==> config.mk <==
export PLATFORM = sky130hd
export DESIGN_NAME = baud_gen_prog_flat
export DESIGN_NICKNAME = d
export VERILOG_FILES = /design/src/rtl/baud_pkg.sv /design/src/rtl/baud_gen_prog_if.sv /design/src/rtl/baud_os_counter.sv /design/src/rtl/baud_gen_prog.sv /design/src/flat_wrapper.sv
export SDC_FILE = /design/constraint.sdc
export NUM_CORES = 1
export LEC_CHECK = 0
export ABC_AREA = 0
export CAP_MARGIN = 20
export CORE_AREA = 10 10 93 95
export CTS_BUF_LIST = sky130_fd_sc_hd__clkbuf_8
export DETAILED_ROUTE_END_ITERATION = 6
export DIE_AREA = 0 0 103 105
export PLACE_DENSITY = 0.69
export RECOVER_POWER = 50
export SLEW_MARGIN = 0
export SYNTH_ARGS = -nofsm -noshare
export SYNTH_HDL_FRONTEND = slang
export SYNTH_SLANG_ARGS = --single-unit
==> constraint.sdc <==
create_clock -name sysclk -period 5.15 [get_ports sysclk]
set_input_delay 1.545 -clock sysclk [delete_from_list [all_inputs] [get_ports sysclk]]
set_output_delay 1.545 -clock sysclk [all_outputs]
set_load 0.05 [all_outputs]
==> src/rtl/baud_pkg.sv <==
// Shared constants and types for the programmable baud tick generator.
// Build option: BAUD_FRAC_EN enables the fractional divisor in baud_gen_prog.
package baud_pkg;

    // Default field widths of a divisor word.
    localparam int BAUD_DIV_W  = 16;
    localparam int BAUD_FRAC_W = 4;

    // Smallest integer divisor the generator will run with.
    localparam int DIV_MIN = 2;

    // Divisor loaded at reset: 50 MHz / (9600 * 16) ~= 325.5.
    localparam int BAUD_DEFAULT_DIV = 326;

    // Divisor word as written over div_in: integer part on top, fraction in the low bits.
    typedef struct packed {
        logic [BAUD_DIV_W-1:0]  int_part;
        logic [BAUD_FRAC_W-1:0] frac;
    } div_word_t;

    // Ready-made divisor words for a 50 MHz sysclk and 16x oversampling.
    // Each is floor(50e6 * 16 / (baud * 16)) split into {integer, sixteenths}.
    localparam div_word_t DIV_9600   = {16'd325, 4'd8};   // 325.50
    localparam div_word_t DIV_19200  = {16'd162, 4'd12};  // 162.75
    localparam div_word_t DIV_115200 = {16'd27,  4'd2};   //  27.125

    // Divisor word for an arbitrary clock and rate, fraction in 1/16 steps.
    function automatic div_word_t make_div(input longint unsigned clk_hz,
                                           input longint unsigned baud,
                                           input longint unsigned ovs);
        longint unsigned q;
        div_word_t       w;
        q          = (clk_hz * 64'd16) / (baud * ovs);
        w.int_part = q[BAUD_DIV_W+BAUD_FRAC_W-1:BAUD_FRAC_W];
        w.frac     = q[BAUD_FRAC_W-1:0];
        return w;
    endfunction

endpackage

==> src/rtl/baud_gen_prog_if.sv <==
// Control/status bundle between a UART controller and baud_gen_prog.
// Build option: BAUD_FRAC_EN (in baud_gen_prog) gives the div_in fraction field meaning.
interface baud_gen_prog_if #(
    parameter int DIV_W  = 16,
    parameter int FRAC_W = 4
);
    // Signalling: there is no valid/ready pair here. enable is a level; resync and
    // div_wr are single-cycle strobes that always take effect at the edge they are
    // sampled on (no back-pressure). div_pending is a level that stays high from the
    // div_wr edge until the captured divisor becomes active. os_tick and bit_tick are
    // single-cycle pulses; BaudRate_clk is a free-running level.
    logic                    enable;
    logic                    resync;
    logic                    div_wr;
    logic [DIV_W+FRAC_W-1:0] div_in;
    logic                    div_pending;
    logic                    os_tick;
    logic                    bit_tick;
    logic                    BaudRate_clk;

    modport master (
        output enable, resync, div_wr, div_in,
        input  div_pending, os_tick, bit_tick, BaudRate_clk
    );

    modport slave (
        input  enable, resync, div_wr, div_in,
        output div_pending, os_tick, bit_tick, BaudRate_clk
    );
endinterface

==> src/rtl/baud_os_counter.sv <==
// Oversample counter: counts os_tick events and flags every OVERSAMPLE-th one as a
// bit tick. Shared with the RX sampler, which uses o_os_cnt as its sample phase.
module baud_os_counter #(
    parameter int OVERSAMPLE = 16
) (
    input  logic                          i_clk,
    input  logic                          i_rst_n,
    input  logic                          i_tick,
    input  logic                          i_clear,
    input  logic                          i_enable,
    output logic [$clog2(OVERSAMPLE)-1:0] o_os_cnt,
    output logic                          o_bit_tick
);
    localparam int                    CNT_W    = $clog2(OVERSAMPLE);
    localparam logic [CNT_W-1:0]      CNT_LAST = CNT_W'(OVERSAMPLE - 1);
    localparam logic [CNT_W-1:0]      CNT_ONE  = CNT_W'(1);

    logic [CNT_W-1:0] r_os_cnt;
    logic             r_bit_tick;

    // Advance on each tick event; the wrap from the last count emits bit_tick
    // in the same cycle as the matching os_tick.
    always_ff @(posedge i_clk) begin
        if (!i_rst_n) begin
            r_os_cnt   <= '0;
            r_bit_tick <= 1'b0;
        end else if (i_clear) begin
            r_os_cnt   <= '0;
            r_bit_tick <= 1'b0;
        end else if (!i_enable) begin
            r_bit_tick <= 1'b0;
        end else if (i_tick) begin
            if (r_os_cnt == CNT_LAST) begin
                r_os_cnt   <= '0;
                r_bit_tick <= 1'b1;
            end else begin
                r_os_cnt   <= r_os_cnt + CNT_ONE;
                r_bit_tick <= 1'b0;
            end
        end else begin
            r_bit_tick <= 1'b0;
        end
    end

    assign o_os_cnt   = r_os_cnt;
    assign o_bit_tick = r_bit_tick;

endmodule

==> src/rtl/baud_gen_prog.sv <==
// Runtime-programmable baud tick generator: divides sysclk by a loadable divisor into
// an oversample tick, a bit tick every OVERSAMPLE oversample ticks, and a legacy
// square-wave oversample clock. Divisor changes only land on period boundaries,
// resync or while frozen, so a running period is never cut short or stretched.
// Build option: define BAUD_FRAC_EN to honour the div_in fraction bits.
module baud_gen_prog
    import baud_pkg::*;
#(
    parameter int DIV_W       = 16,
    parameter int FRAC_W      = 4,
    parameter int OVERSAMPLE  = 16,
    parameter int DEFAULT_DIV = BAUD_DEFAULT_DIV
) (
    input logic            sysclk,
    input logic            reset,
    baud_gen_prog_if.slave bif
);
    localparam logic [DIV_W-1:0] DIV_RST   = DIV_W'(DEFAULT_DIV);
    localparam logic [DIV_W-1:0] DIV_FLOOR = DIV_W'(DIV_MIN);
    localparam logic [DIV_W-1:0] CNT_ONE   = DIV_W'(1);
    localparam logic [DIV_W:0]   PER_ONE   = (DIV_W+1)'(1);

    logic [DIV_W-1:0] r_count;
    logic [DIV_W-1:0] r_div_act;
    logic [DIV_W-1:0] r_pend_int;
    logic             r_div_pending;
    logic             r_os_tick;
    logic             r_brclk;

    logic [DIV_W:0]   w_period;
    logic [DIV_W:0]   w_half;
    logic             w_term;
    logic             w_apply;
    logic [DIV_W-1:0] w_in_int;
    logic [DIV_W-1:0] w_in_int_clamped;
    logic             w_bit_tick;
    logic [$clog2(OVERSAMPLE)-1:0] w_os_cnt_unused;

`ifdef BAUD_FRAC_EN
    logic [FRAC_W-1:0] r_frac_act;
    logic [FRAC_W-1:0] r_pend_frac;
    logic [FRAC_W-1:0] r_frac_acc;
    logic              r_carry;

    // A carry out of the fraction accumulator lengthens the following period by one.
    assign w_period = {1'b0, r_div_act} + {{DIV_W{1'b0}}, r_carry};
`else
    logic w_frac_unused;

    // Integer-only build: the fraction field is accepted on the bus but has no effect.
    assign w_frac_unused = ^bif.div_in[FRAC_W-1:0];
    assign w_period      = {1'b0, r_div_act};
`endif

    assign w_half = w_period >> 1;

    // Terminal count. The >= keeps the divider from running away if a smaller divisor
    // was applied while the counter was frozen past the new terminal value.
    assign w_term = bif.enable && ({1'b0, r_count} >= (w_period - PER_ONE));

    // A captured divisor goes live at a period boundary, on resync, or while frozen.
    assign w_apply = r_div_pending && (w_term || bif.resync || !bif.enable);

    // Integer parts below the minimum are raised to it when captured.
    assign w_in_int         = bif.div_in[DIV_W+FRAC_W-1:FRAC_W];
    assign w_in_int_clamped = (w_in_int < DIV_FLOOR) ? DIV_FLOOR : w_in_int;

    // Main divider: period counter, oversample tick and the legacy square wave.
    always_ff @(posedge sysclk) begin
        if (!reset) begin
            r_count   <= '0;
            r_os_tick <= 1'b0;
            r_brclk   <= 1'b0;
        end else if (bif.resync) begin
            r_count   <= '0;
            r_os_tick <= 1'b0;
            r_brclk   <= 1'b0;
        end else if (bif.enable) begin
            r_os_tick <= w_term;
            r_count   <= w_term ? '0 : (r_count + CNT_ONE);
            r_brclk   <= ({1'b0, r_count} < w_half);
        end else begin
            r_os_tick <= 1'b0;
        end
    end

    // Divisor staging: capture on div_wr, promote to active on apply. When both happen
    // in one edge the old staged value goes live and the new one stays pending.
    always_ff @(posedge sysclk) begin
        if (!reset) begin
            r_div_act     <= DIV_RST;
            r_pend_int    <= DIV_RST;
            r_div_pending <= 1'b0;
        end else begin
            if (w_apply) begin
                r_div_act <= r_pend_int;
            end
            if (bif.div_wr) begin
                r_pend_int <= w_in_int_clamped;
            end
            if (bif.div_wr) begin
                r_div_pending <= 1'b1;
            end else if (w_apply) begin
                r_div_pending <= 1'b0;
            end
        end
    end

`ifdef BAUD_FRAC_EN
    // Fraction path: staged alongside the integer part, accumulated once per period.
    always_ff @(posedge sysclk) begin
        if (!reset) begin
            r_frac_act  <= '0;
            r_pend_frac <= '0;
            r_frac_acc  <= '0;
            r_carry     <= 1'b0;
        end else begin
            if (w_apply) begin
                r_frac_act <= r_pend_frac;
            end
            if (bif.div_wr) begin
                r_pend_frac <= bif.div_in[FRAC_W-1:0];
            end
            if (bif.resync) begin
                r_frac_acc <= '0;
                r_carry    <= 1'b0;
            end else if (w_term) begin
                {r_carry, r_frac_acc} <= {1'b0, r_frac_acc} + {1'b0, r_frac_act};
            end
        end
    end
`endif

    baud_os_counter #(
        .OVERSAMPLE (OVERSAMPLE)
    ) u_os_counter (
        .i_clk      (sysclk),
        .i_rst_n    (reset),
        .i_tick     (w_term),
        .i_clear    (bif.resync),
        .i_enable   (bif.enable),
        .o_os_cnt   (w_os_cnt_unused),
        .o_bit_tick (w_bit_tick)
    );

    assign bif.div_pending  = r_div_pending;
    assign bif.os_tick      = r_os_tick;
    assign bif.bit_tick     = w_bit_tick;
    assign bif.BaudRate_clk = r_brclk;

endmodule
==> src/flat_wrapper.sv <==
// flat-port wrapper written by rule: the top's interface ports become plain ports
module baud_gen_prog_flat import baud_pkg::*;
#(
    parameter int DIV_W       = 16,
    parameter int FRAC_W      = 4,
    parameter int OVERSAMPLE  = 16,
    parameter int DEFAULT_DIV = BAUD_DEFAULT_DIV
)
  (sysclk, reset, bif_enable, bif_resync, bif_div_wr, bif_div_in, bif_div_pending, bif_os_tick, bif_bit_tick, bif_BaudRate_clk);
  baud_gen_prog_if #(.DIV_W(DIV_W), .FRAC_W(FRAC_W)) bif_i ();
  input logic sysclk;
  input logic reset;
  input wire logic [$bits(bif_i.enable)-1:0] bif_enable;
  input wire logic [$bits(bif_i.resync)-1:0] bif_resync;
  input wire logic [$bits(bif_i.div_wr)-1:0] bif_div_wr;
  input wire logic [$bits(bif_i.div_in)-1:0] bif_div_in;
  output wire logic [$bits(bif_i.div_pending)-1:0] bif_div_pending;
  output wire logic [$bits(bif_i.os_tick)-1:0] bif_os_tick;
  output wire logic [$bits(bif_i.bit_tick)-1:0] bif_bit_tick;
  output wire logic [$bits(bif_i.BaudRate_clk)-1:0] bif_BaudRate_clk;
  assign bif_i.enable = bif_enable;
  assign bif_i.resync = bif_resync;
  assign bif_i.div_wr = bif_div_wr;
  assign bif_i.div_in = bif_div_in;
  assign bif_div_pending = bif_i.div_pending;
  assign bif_os_tick = bif_i.os_tick;
  assign bif_bit_tick = bif_i.bit_tick;
  assign bif_BaudRate_clk = bif_i.BaudRate_clk;
  baud_gen_prog #(.DIV_W(DIV_W), .FRAC_W(FRAC_W), .OVERSAMPLE(OVERSAMPLE), .DEFAULT_DIV(DEFAULT_DIV)) u_core (.sysclk(sysclk), .reset(reset), .bif(bif_i));
endmodule
==> impl_metrics.yaml, run 1 <==
floorplan:
  start_util: 0.4885
  ios: 29
  core_sq_um: 6756
  fp-row-count: 30
  die_h_um: 105
  die_w_um: 103
  dieArea_sq_um: 10820
logic_synthesis:
  synth.distinct_cells: 46
  synthArstFlopShare: 0
  seq_area_frac_synth: 0.3397
  ys_warn_count: 0
  synth_cells: 370
  syn_avg_cell_area_sq_um: 8.921
  synthFlopType: "dfxtp_1"
  synth_edf_count: 0
  netlist_area_sq_um: 3301
  ys_ff_latch: 56
  syn_nets: 428
sta:
  fmax_mhz: 231.9
  setup_viol: 0
  finalHoldViolCount: 0
  finalClockSkew_ns: 0.005412
  finalCritPeriodShare: 0.8375
  grt_setup_unrepaired: "false"
  maxSlewHeadroom: 0.3182
  tightestPinTransition_ns: 1.023
  tns_ns: 0
  slew_violations: 0
  period_minus_slack_ns: 4.313
routing:
  via_count: 2503
  initialDrtViolationCount: 91
  ant_nets: 0
  drc: 0
  vias_per_cell: 5.314
  wirelength_um: 6586
  first_pass_iters: 4
  wl_per_cell_um: 13.98
clock_tree:
  cts.sinks: 56
  h-tree-depth: 2
  hold_buffers: 0
  clock_latency_ns: 0.32
  numCtsBuffers: 5
  cts_tree: "done"
  post_cts_buffers: 0
  cts.path.max_buffers: 2
  clk_pin_slew_ns: 0.11
  ctsResizeCount: 0
  cts_root_buf: "clkbuf_8"
global_routing:
  overflow: 0
  first_global_vias: 2550
  grt.total_usage: 0.1275
  grt_max_degree: 51
  antenna_found_initial: 0
  grt_first_pass_wirelength_um: 11560
setup_path:
  worst_ep_required_time_ns: 5.32
  critPathKind: "reg2reg"
  start_kind: "register"
  arrival_ns: 4.49
  cp_max_fo: 16
  critPathCaptureType: "register"
finish:
  synthToLayoutAreaGrowth_pct: 10.96
  nNetsFinal: 448
  num_antenna_cells: 0
  drive_gt1_frac: 0.03836
  layout_common_cells: "56 x dfxtp_1, 51 x nand2_1, 33 x ha_1, 32 x mux2i_1, 24 x nor2_1"
  fill_cells: 634
  post-route-util: 0.5420
  final_common_cell: "dfxtp_1"
power:
  vdd_drop_max_v: 0.0001427
  power.density_nw_per_um2: 217.1
  p_leak_uw: 0.001561
run_status:
  status: "completed"
placed_design:
  dp.final_hpwl_um: 5106
  globalplace.congestion: 0.8561
  portBuffers: 24
flow_run:
  maxCapViolCount: 0
hold_path:
  hold_class: "reg2reg"
==> power by group <==
group	internal (uW)	switching [uW]	leakage, uW
clock network	98.0	157	0.0000485
logic	41.6	44.1	0.00106
registers	445	9.10	0.000456
==> path summary, 6_finish.rpt <==
| check | start | end | slack (ns) | depth (start not counted) |
|---|---|---|---|---|
| max | u_core.r_div_act[2]$_SDFFE_PN1P_ | u_core.r_div_act[13]$_SDFFE_PN0P_ | 0.84 | 12 |
| min | u_core.r_pend_int[0]$_SDFFE_PN0P_ | u_core.r_div_act[0]$_SDFFE_PN0P_ | 0.46 | 2 |
| max reg2reg | u_core.r_div_act[2]$_SDFFE_PN1P_ | u_core.r_div_act[13]$_SDFFE_PN0P_ | 0.84 | 12 |
| min reg2reg | u_core.r_pend_int[0]$_SDFFE_PN0P_ | u_core.r_div_act[0]$_SDFFE_PN0P_ | 0.46 | 2 |
==> kinds of logic (layout without fill, tap and decap cells) <==
family / after synthesis / in the layout / synth area share
buf+inv: 29 / 50 / 0.03829
xor+xnor: 28 / 28 / 0.07430
simple gates: 154 / 154 / 0.2373
flops: 56 / 56 / 0.3397
mux: 32 / 32 / 0.09704
fa+ha+maj: 33 / 33 / 0.1251
compound gates: 38 / 38 / 0.08833
==> flip-flops by register name (all words and copies together) (netlist names) <==
name	count
u_core.r_count	16
u_core.r_div_act	16
u_core.r_pend_int	16
u_core.u_os_counter.o_os_cnt	4
u_core.bif.BaudRate_clk	1
u_core.bif.div_pending	1
u_core.bif.os_tick	1
u_core.u_os_counter.o_bit_tick	1
==> Yosys cell counts (all sizes together) (6+ instances only) <==
master / n / area [sq um]
mux2i: 32 / 320.3
nor3: 6 / 30.03
nor4: 7 / 58.81
a21oi: 14 / 73.82
ha: 33 / 412.9
nand2b: 6 / 37.54
nor2: 24 / 90.09
nor2b: 21 / 131.4
inv: 17 / 63.81
nand2: 52 / 197.7
clkbuf: 10 / 37.54
xor2: 12 / 105.1
xnor2: 16 / 140.1
dfxtp: 56 / 1121
nand3: 16 / 80.08
nand4: 8 / 50.05
==> routing by layer <==
metal | share of wire | wire [um] | track usage | vias to the layer above
li1 | - | - | - | 1324
met1 | 0.49 | 3232 | 0.1636 | 1132
met2 | 0.45 | 2963 | 0.2006 | 36
met3 | 0.037 | 244 | 0.03360 | 11
met4 | 0.022 | 146 | 0.04175 | 0
met5 | 0 | 0 | 0 | -
==> final cells by class <==
| type | count | area (sq um) | area share |
|---|---|---|---|
| Tap cell | 80 | 100.1 | 0.02733 |
| Timing Repair Buffer | 25 | 247.7 | 0.06765 |
| Inverter | 17 | 63.81 | 0.01742 |
| Sequential cell | 56 | 1121 | 0.3061 |
| Multi-Input combinational cell | 285 | 2038 | 0.5565 |
| Clock inverter | 3 | 22.52 | 0.006150 |
| Clock buffer | 5 | 68.82 | 0.01879 |
==> per-stage QoR <==
step                      hold slack, ns  total power (uW)  cell area [sq um]  cells  setup WS [ns]
after CTS                         0.4678             803.1               3677    471          1.062
final                             0.4645             794.9               3662    471         0.8369
after detailed placement          0.4523             551.4               3586    463          1.095
after global routing              0.4880             828.9               3662    471         0.4571
after global placement            0.4473             549.6               3586    463          1.135
after floorplan                   0.4341             520.9               3301    370          1.583
==> critical path: stages (launching register included) <==
cell and delay (ns):
dfxtp_1 0.39, or4_1 0.61, nor4_4 0.23, nand2_2 0.15, nor4_1 0.24, xnor2_1 0.11
ha_1 0.35, nand4_1 0.13, or2_2 0.33, o41a_1 0.43, a21oi_1 0.53, o21ai_2 0.45
mux2i_1 0.21
No activity file was read; power rests on OpenSTA's default activity.
==> inputs of run 2 (changes only) <==
PLACE_DENSITY = 0.72   (was 0.69)
clock period = 3.93 ns   (was 5.15 ns; I/O delays follow)
==> impl_metrics.yaml, run 2 (synthesized netlist as in run 1, its figures left out) <==
sta:
  period_minus_slack_ns: 3.603
  tns_ns: 0
  slew_violations: 0
  finalCritPeriodShare: 0.9168
  tightestPinTransition_ns: 0.9526
  finalClockSkew_ns: 0.01195
  maxSlewHeadroom: 0.3628
  setup_viol: 0
  finalHoldViolCount: 0
  fin_hold_ws_ns: 0.4713
  grt_setup_unrepaired: "false"
  fmax_mhz: 277.5
power:
  switchingPower_uw: 268.7
  power.density_nw_per_um2: 275.8
  intPower_uw: 771.7
  vdd_drop_max_v: 0.0001609
  power_frac_seq: 0.571
  swShare: 0.2583
  combPwrFrac: 0.116
  p_leak_uw: 0.001622
  p_clk_frac: 0.313
placed_design:
  globalplace.congestion: 0.8531
  dp.final_hpwl_um: 5181
  portBuffers: 24
finish:
  reg.largest.list: "u_core.r_count (16), u_core.r_div_act (16), u_core.r_pend_int (16)"
  fill_cells: 631
  nNetsFinal: 458
  num_antenna_cells: 0
  drive_gt1_frac: 0.06234
  post-route-util: 0.5583
  synthToLayoutAreaGrowth_pct: 14.29
  final_common_cell: "dfxtp_1"
  layout_common_cells: "56 x dfxtp_1, 51 x nand2_1, 33 x ha_1, 32 x mux2i_1, 24 x nor2_1"
global_routing:
  antenna_found_initial: 0
  overflow: 0
  grt.total_usage: 0.1270
  first_global_vias: 2536
  grt_max_degree: 51
  grt_first_pass_wirelength_um: 11680
clock_tree:
  clk_pin_slew_ns: 0.11
  post_cts_buffers: 0
  clock_latency_ns: 0.32
  ctsResizeCount: 0
  cts.sinks: 56
  h-tree-depth: 2
  numCtsBuffers: 5
  cts.path.max_buffers: 2
  hold_buffers: 0
  cts_tree: "done"
  cts_root_buf: "clkbuf_8"
routing:
  via_count: 2540
  first_pass_iters: 4
  wirelength_um: 6538
  drc: 0
  wl_per_cell_um: 13.59
  ant_nets: 0
  initialDrtViolationCount: 98
  vias_per_cell: 5.281
floorplan:
  die_h_um: 105
  fp-row-count: 30
  ios: 29
  core_sq_um: 6756
  dieArea_sq_um: 10820
  start_util: 0.4885
  die_w_um: 103
hold_path:
  hold_class: "reg2reg"
  min_path_cells: 2
setup_path:
  critPathKind: "reg2reg"
  critPathCaptureType: "register"
  r2r_slack_ns: 0.33
  r2r_cells: 14
  arrival_ns: 3.81
  start_kind: "register"
  cp_max_fo: 14
  worst_ep_required_time_ns: 4.14
run_status:
  status: "completed"
flow_run:
  maxCapViolCount: 0
[run 2: cell types whose count changed in the layout (fill, tap and decap cells not counted), sizes merged]
cell	before	now
clkbuf	5	6
inv	18	20
clkinv	2	0
dlygate4sd3	6	5
buf	1	10
clkdlybuf4s50	18	19
[run 2: layout make-up]
type | instances | area, sq um | share of cell area
well taps | 80 | 100.1 | 0.02653
flip-flops and latches | 56 | 1121 | 0.2972
clock inverters | 3 | 21.27 | 0.005638
multi-input cells | 285 | 2053 | 0.5443
inverters | 17 | 63.81 | 0.01692
clock buffers | 5 | 68.82 | 0.01824
repair buffers | 35 | 344.1 | 0.09121
[run 2: power groups by stage]
stage	Clock (uW)	Combinational (uW)	Sequential, uW
6_report	326	121	594
5_1_grt	357	134	597
4_1_cts	336	120	594
3_5_place_dp	0	120	607
3_3_place_gp	0	117	606
2_1_floorplan	0	73.6	609
[run 2: critical path: stages, from the launching register on]
cell     delay (ns)
dfxtp_1        0.33
or4_4          0.55
nor4_4         0.21
nand2_2        0.12
nor4_1         0.25
xnor2_1        0.11
ha_1           0.35
nand4_1        0.14
or2_2          0.33
o41a_1         0.44
a21oi_2        0.13
buf_4          0.17
a21o_1         0.16
buf_12         0.14
nor2_1         0.05
[run 2: worst paths after layout]
| check | endpoint | startpoint |
|---|---|---|
| worst max register to register | u_core.r_count[9]$_SDFFE_PP0P_ | u_core.r_div_act[2]$_SDFFE_PN1P_ |
| worst min register to register | u_core.r_div_act[10]$_SDFFE_PN0P_ | u_core.r_pend_int[10]$_SDFFE_PN0P_ |
| worst max-delay path | u_core.r_count[9]$_SDFFE_PP0P_ | u_core.r_div_act[2]$_SDFFE_PN1P_ |
| worst min-delay path | u_core.r_div_act[10]$_SDFFE_PN0P_ | u_core.r_pend_int[10]$_SDFFE_PN0P_ |
[run 2: metal layers]
layer	part of all wire	global-route usage	routed length [um]
met5	0	0	0
met4	0.023	0.04274	151
met3	0.031	0.03030	203
met2	0.45	0.1997	2940
met1	0.50	0.1644	3243
[run 2: per-stage QoR]
| step | setup WS, ns | total power [uW] | cells | cell area [sq um] |
|---|---|---|---|---|
| 2_1_floorplan | 0.3626 | 682.5 | 370 | 3301 |
| 3_3_place_gp | 0.2097 | 723.7 | 472 | 3666 |
| 3_5_place_dp | 0.1502 | 727.3 | 472 | 3666 |
| 4_1_cts | 0.1096 | 1051 | 480 | 3756 |
| 5_1_grt | 0.008056 | 1088 | 481 | 3772 |
| 6_report | 0.3268 | 1040 | 481 | 3772 |
